--- config.mk ---
export PLATFORM = sky130hd
export DESIGN_NAME = c_add_nto1_pipe
export DESIGN_NICKNAME = d
export VERILOG_FILES = /design/src/rtl/c_add_nto1_pipe_pkg.sv /design/src/rtl/c_add_nto1_pipe_stage.sv /design/src/rtl/c_add_nto1_pipe.sv
export SDC_FILE = /design/constraint.sdc
export NUM_CORES = 1
export LEC_CHECK = 0
export BUFFER_PORTS_ARGS = -buffer_cell sky130_fd_sc_hd__clkbuf_2
export CAP_MARGIN = 30
export CELL_PAD_IN_SITES_DETAIL_PLACEMENT = 1
export CELL_PAD_IN_SITES_GLOBAL_PLACEMENT = 2
export CORE_MARGIN = 4
export CORE_UTILIZATION = 29
export DETAILED_ROUTE_END_ITERATION = 8
export GPL_TIMING_DRIVEN = 0
export MAX_ROUTING_LAYER = met4
export PLACE_DENSITY_LB_ADDON = 0.3
export SLEW_MARGIN = 20
export SYNTH_ARGS = -nofsm -noshare
export SYNTH_HDL_FRONTEND = slang
export SYNTH_SLANG_ARGS = --single-unit
export TNS_END_PERCENT = 5
--- constraint.sdc ---
create_clock -name clk -period 2.2 [get_ports clk]
set_input_delay 0.66 -clock clk [delete_from_list [all_inputs] [get_ports clk]]
set_output_delay 0.66 -clock clk [all_outputs]
set_load 0.02 [all_outputs]
--- src/rtl/c_add_nto1_pipe_pkg.sv ---
// c_add_nto1_pipe_pkg
//   Shared constant functions for the pipelined N-to-1 adder:
//   ceiling log2 and the stage-count / width derivations used by the top
//   and by the per-stage sizing in the generate loop.
//   No ports (package).
package c_add_nto1_pipe_pkg;

  // Smallest l such that 2**l >= n; clogb(1) = 0.
  function automatic int clogb(input int n);
    int l;
    l = 0;
    for (int p = 1; p < n; p = p * 2) l++;
    return l;
  endfunction

  function automatic int calc_num_stages(input int num_ports, input int levels_per_stage);
    int lv;
    int s;
    lv = clogb(num_ports);
    s  = (lv + levels_per_stage - 1) / levels_per_stage;
    return (s < 1) ? 1 : s;
  endfunction

  function automatic int calc_out_width(input int num_ports, input int width);
    return width + clogb(num_ports);
  endfunction

  // Tree levels evaluated by stage k: a full levels_per_stage slice, fewer in
  // the last stage, none when the tree has no levels at all.
  function automatic int stage_levels(input int levels, input int levels_per_stage, input int k);
    int r;
    r = levels - k * levels_per_stage;
    if (r > levels_per_stage) r = levels_per_stage;
    if (r < 0) r = 0;
    return r;
  endfunction

endpackage

--- src/rtl/c_add_nto1_pipe_stage.sv ---
// c_add_nto1_pipe_stage
//   One pipeline stage of the adder tree: num_levels of combinational
//   pairwise additions on the upstream partial sums, then one register
//   boundary with its valid bit.
// Ports:
//   clk, reset          clock, asynchronous active-high reset
//   up_valid, up_data   upstream valid bit and packed partial sums
//                       (in_count x in_width)
//   rdy                 this stage may load this cycle
//   valid, data         registered valid bit and packed partial sums
//                       ((in_count >> num_levels) x (in_width + num_levels))
module c_add_nto1_pipe_stage
  import c_add_nto1_pipe_pkg::*;
#(
  parameter int in_count   = 2,
  parameter int in_width   = 8,
  parameter int num_levels = 1,
  localparam int node_width = in_width + num_levels,
  localparam int out_count  = in_count >> num_levels
) (
  input  logic                            clk,
  input  logic                            reset,
  input  logic                            up_valid,
  input  logic [in_count*in_width-1:0]    up_data,
  input  logic                            rdy,
  output logic                            valid,
  output logic [out_count*node_width-1:0] data
);

  // Every node is kept at the final width; level l only ever needs
  // in_width + l bits, so the wider nodes never overflow.
  logic [node_width-1:0]           node [0:num_levels][0:in_count-1];
  logic [out_count*node_width-1:0] sum_flat;

  always_comb begin
    sum_flat = '0;
    for (int l = 0; l <= num_levels; l++)
      for (int i = 0; i < in_count; i++)
        node[l][i] = '0;
    for (int i = 0; i < in_count; i++)
      node[0][i] = node_width'(up_data[i*in_width +: in_width]);
    for (int l = 1; l <= num_levels; l++)
      for (int i = 0; i < (in_count >> l); i++)
        node[l][i] = node[l-1][2*i] + node[l-1][2*i+1];
    for (int i = 0; i < out_count; i++)
      sum_flat[i*node_width +: node_width] = node[num_levels][i];
  end

  // Data loads only when a real vector arrives, so bubbles leave stale data
  // untouched.
  always_ff @(posedge clk or posedge reset) begin
    if (reset) begin
      valid <= 1'b0;
      data  <= '0;
    end else if (rdy) begin
      valid <= up_valid;
      if (up_valid) data <= sum_flat;
    end
  end

endmodule

--- src/rtl/c_add_nto1_pipe.sv ---
// c_add_nto1_pipe
//   Pipelined, flow-controlled N-to-1 unsigned adder. Operands are
//   zero-padded to a power-of-two count and reduced by a binary tree with a
//   register every levels_per_stage levels; the last stage always registers.
//   Optional feature macro: C_ADD_NTO1_PIPE_MASK_EN adds port_mask, which
//   zeroes operand i before the tree when port_mask[i] = 0.
// Handshake: a transfer happens on a cycle where valid && ready are both 1;
//   valid never depends on ready, and the producer holds data while
//   valid && !ready. in_ready depends only on out_ready and stage valid bits.
// Ports:
//   clk, reset          clock, asynchronous active-high reset
//   in_valid, in_ready  operand vector handshake
//   data_in             packed operands, port i at [i*width +: width]
//   port_mask           per-port include mask [0:num_ports-1] (macro only)
//   out_valid, out_ready  sum handshake
//   data_out            full-precision sum (width + clogb(num_ports) bits)
module c_add_nto1_pipe
  import c_add_nto1_pipe_pkg::*;
#(
  parameter int num_ports        = 4,
  parameter int width            = 8,
  parameter int levels_per_stage = 1
) (
  input  logic                                        clk,
  input  logic                                        reset,
  input  logic                                        in_valid,
  output logic                                        in_ready,
  input  logic [num_ports*width-1:0]                  data_in,
`ifdef C_ADD_NTO1_PIPE_MASK_EN
  input  logic [0:num_ports-1]                        port_mask,
`endif
  output logic                                        out_valid,
  input  logic                                        out_ready,
  output logic [calc_out_width(num_ports, width)-1:0] data_out
);

  localparam int levels     = clogb(num_ports);
  localparam int num_stages = calc_num_stages(num_ports, levels_per_stage);
  localparam int pad_ports  = 1 << levels;

  logic [pad_ports*width-1:0] padded;
  logic [num_stages-1:0]      stage_valid;
  logic [num_stages-1:0]      rdy;

  always_comb begin
    logic [width-1:0] op;
    padded = '0;
    for (int i = 0; i < num_ports; i++) begin
      op = data_in[i*width +: width];
`ifdef C_ADD_NTO1_PIPE_MASK_EN
      if (!port_mask[i]) op = '0;
`endif
      padded[i*width +: width] = op;
    end
  end

  genvar k;
  generate
    for (k = 0; k < num_stages; k++) begin : stg
      localparam int lk     = stage_levels(levels, levels_per_stage, k);
      localparam int in_cnt = pad_ports >> (k * levels_per_stage);
      localparam int in_w   = width + k * levels_per_stage;
      localparam int o_w    = (in_cnt >> lk) * (in_w + lk);

      logic               up_valid;
      logic [in_cnt*in_w-1:0] sin;
      logic [o_w-1:0]     sdata;
      logic               svalid;

      if (k == 0) begin : g_first
        assign up_valid = in_valid;
        assign sin      = padded;
      end else begin : g_chain
        assign up_valid = stage_valid[k-1];
        assign sin      = stg[k-1].sdata;
      end

      // Unrolled form of rdy[k] = !v[k] || rdy[k+1]: stage k may load when
      // the output is being taken or any stage from k downstream is empty.
      assign rdy[k] = out_ready | ~(&stage_valid[num_stages-1:k]);
      assign stage_valid[k] = svalid;

      c_add_nto1_pipe_stage #(
        .in_count  (in_cnt),
        .in_width  (in_w),
        .num_levels(lk)
      ) u_stage (
        .clk     (clk),
        .reset   (reset),
        .up_valid(up_valid),
        .up_data (sin),
        .rdy     (rdy[k]),
        .valid   (svalid),
        .data    (sdata)
      );
    end
  endgenerate

  assign in_ready  = rdy[0];
  assign out_valid = stage_valid[num_stages-1];
  assign data_out  = stg[num_stages-1].sdata;

endmodule

==> results.md <==
* Status: completed
* Clk sinks at 30
* Adder-cell share of the synthesized area at 18.2%
* Static Leakage at 1.24 nW
* Synth top area share at 36.7%
* Global-route wire length before repair at 8.15 mm
* Initial antenna violation count at 0
* Reg2reg setup slack at 110 ps
* Simple-Gate Fraction of Synth Area at 12.7%
* Xor/xnor share of the synthesized area at 6.85%
* Average wire per standard cell at 12.5 um
* IO Port Bufs at 47
* Reg2reg start: stg[0].u_stage.data[9]
* Starting density of the core at 29.9%
* Post-Syn Area at 2050 sq um
* Hold WC Path Type: input pin to asynchronous set/reset pin
* Largest family of logic cells by synthesized area: compound AO/OA/AOI/OAI gates
* Asr flop ratio synth at 100%
* Routability Congestion at 0.755
* Post-layout nets at 338
* Unrepaired setup endpoints after global routing: false
* Area grow syn2layout at 23.2%
* GR Util met1 at 14.7%
* GR Util met3 at 2.46%
* Vias per Instance at 4.53
* Row cnt at 30
* Most common cell in the netlist: dfrtp_1
* Core Box Area at 6830 sq um
* Post-Syn Nets at 281
* CP Class: register to register
* Root buf cell: clkbuf_8
* Die Span Y at 92.0 um
* Hpwl dp at 3.89 mm
* Startpoint Class: register
* Antenna Nets Post-Route at 0
* Initial DRC Count at 22
* CP top delay family: compound AO/OA/AOI/OAI gates
* Final Hold Vio Count at 0
* Max incr delay on CP at 390 ps
* Worst relative slew slack at 59.1%
* Crit path required time at 2360 ps
* Number of distinct library cells after synthesis at 30
* Fin util at 36.9%
* Power, Total at 0.00223 W
* Syn Inst Count at 217
* CTS Buffer Depth at 2
* Total Die Area at 8460 sq um
* Mux contribution to synthesized area at 2.69%
* Capturing point of the worst reg2reg path: stg[1].u_stage.data[8]
* Largest area contributor in the netlist: dfrtp_1
* Io pins at 48
* Post-synth EDFFs at 0
* Setup Skew at 5.24 ps
* Least-Margin Pin Slew at 612 ps
* Yosys warns at 0
* GR Util met2 at 20.1%
* CTS Buf Count at 5
* Data arrival time of the worst path at 2250 ps
* Busiest grt layer: met2
* Die X at 92.0 um
* Detailed Routing Iterations Pass 1 at 3
* Worst reg-to-reg path cell count at 8
* Worst-path clk slew at 70 ps
* Fmax at 480 MHz
* Commonest cells in the synthesized netlist: dfrtp_1 (30), o21ai_0 (26), ha_1 (25)
* Main synth FF type: dfrtp_1
* Gr usage total at 12.1%
* Total power per unit cell area at 886 nW/um^2
* Slew Viols, Final at 0
* Largest net degree at the start of global routing at 31
* Final Setup Violations at 0
* Crit-path slowest cell: dfrtp_1
* Cts hold-fix bufs at 0
* CP Cell Sequence: ha_2, inv_2, fa_2, nor2b_4, o31a_1, o211a_1, or3_1, a41o_1
* Htree depth at 2
* CTS tree: built
* Routed wire length at 4.66 mm
* Seq cells post-synth at 30
* Remaining DRCs at 0
* Fin crit period at 2090 ps
* Compound-Gate Fraction of Synth Area at 20.2%
* CP Buf/Inv Count at 1
* Max cap viols at 0
* Vias in the first global route at 1860
* Tcrit/Tclk final at 94.8%
* Sequential area share after synthesis at 36.7%
* Non-Filler Instances at 371
* Fraction of layout cells with a size suffix above 1 at 24.0%
* Ant. Diodes at 0
* Maximum vdd drop at 307 uV
* Worst setup EP type: register
* Critical Path Fanout Max at 3
* Total number of vias at 1681
* GR Overflow Total at 0
* Placed insts at 360
* Top cells by area, synth: dfrtp_1 (37%), ha_1 (15%), o21ai_0 (6.4%)
* Clock Latency Late Sink at 270 ps
* Syn avg cell area at 9.43 sq um
-- timing repair --
action	in CTS	in global routing
gates resized for setup	0	3
hold endpoints to repair	0	0
endpoints found under the setup margin	0	1
setup buffers	0	3
-- registers in the layout (all words and copies together), names as in the netlist --
name,cells
stg.u_stage.data,28
stg.u_stage.valid,2
-- layer usage --
layer | up-vias | routed length (um)
met4 | 0 | 71
li1 | 885 | -
met5 | - | 0
met2 | 39 | 2170
met3 | 4 | 179
met1 | 753 | 2230
-- how the worst max path moves through the flow --
stage	start	end	depth (start not counted)
6_report	stg[0].u_stage.data[9]	stg[1].u_stage.data[8]	8
5_1_grt	data_in[0]	stg[0].u_stage.data[6]	8
4_1_cts	stg[0].u_stage.data[0]	stg[1].u_stage.data[8]	8
3_5_place_dp	data_in[0]	stg[0].u_stage.data[6]	8
3_3_place_gp	data_in[0]	stg[0].u_stage.data[6]	8
2_1_floorplan	data_in[0]	stg[0].u_stage.data[6]	7
-- layout by cell type (no fill, tap or decap), drive strengths merged, types with 3 or more instances in the layout --
cell | synthesis | layout
clkbuf | 4 | 58
dfrtp | 30 | 30
o21ai | 26 | 26
ha | 25 | 25
nand2 | 24 | 24
a21oi | 17 | 17
xor2 | 14 | 14
inv | 10 | 10
nand2b | 9 | 9
nor2 | 9 | 9
nor3 | 7 | 7
o211ai | 4 | 4
mux2 | 4 | 4
a21o | 4 | 4
a211oi | 4 | 4
o21bai | 4 | 4
o21a | 3 | 3
buf | 0 | 3
fa | 3 | 3
-- cell families (layout without fill, tap and decap cells) --
family                     after synthesis  in the layout
AOI/OAI and AO/OA                       69             69
xor gates and xnor gates                16             16
adders and majority gates               28             28
buffers and inverters                   14             72
DFF                                     30             30
muxes                                    5              5
and+or+nand+nor                         55             55
-- metrics by stage --
step	setup TNS (ps)	setup slack, ps	hold WS, ps	cell area (sq um)
global placement	-470	-138	465	2400
CTS	0	3.62	470	2490
global route	0	11.6	498	2520
detailed placement	-597	-167	475	2400
floorplan	0	106	454	2050
finish	0	115	443	2520
-- final cells by class --
cell class	instances	area, sq um
multi-input cells	173	1250
repair buffers	50	258
well taps	96	120
clock buffers	7	86.3
clock inverters	1	5.00
flip-flops and latches	30	751
plain buffers	4	15.0
inverters	10	37.5
fillers	846	4310
-- worst reg2reg max path: stages, from the launching register on --
cell and delay (ps):
dfrtp_1 390, ha_2 200, inv_2 60, fa_2 230, nor2b_4 50, o31a_1 310
o211a_1 230, or3_1 310, a41o_1 190
-- power breakdown --
part	leakage, nW	total (W)	internal [W]	switching, W
Sequential	0.362	0.000802	0.000715	0.0000870
Combinational	0.825	0.000974	0.000425	0.000549
Clock	0.0482	0.000457	0.000252	0.000205
No activity file was read; power rests on OpenSTA's default activity.
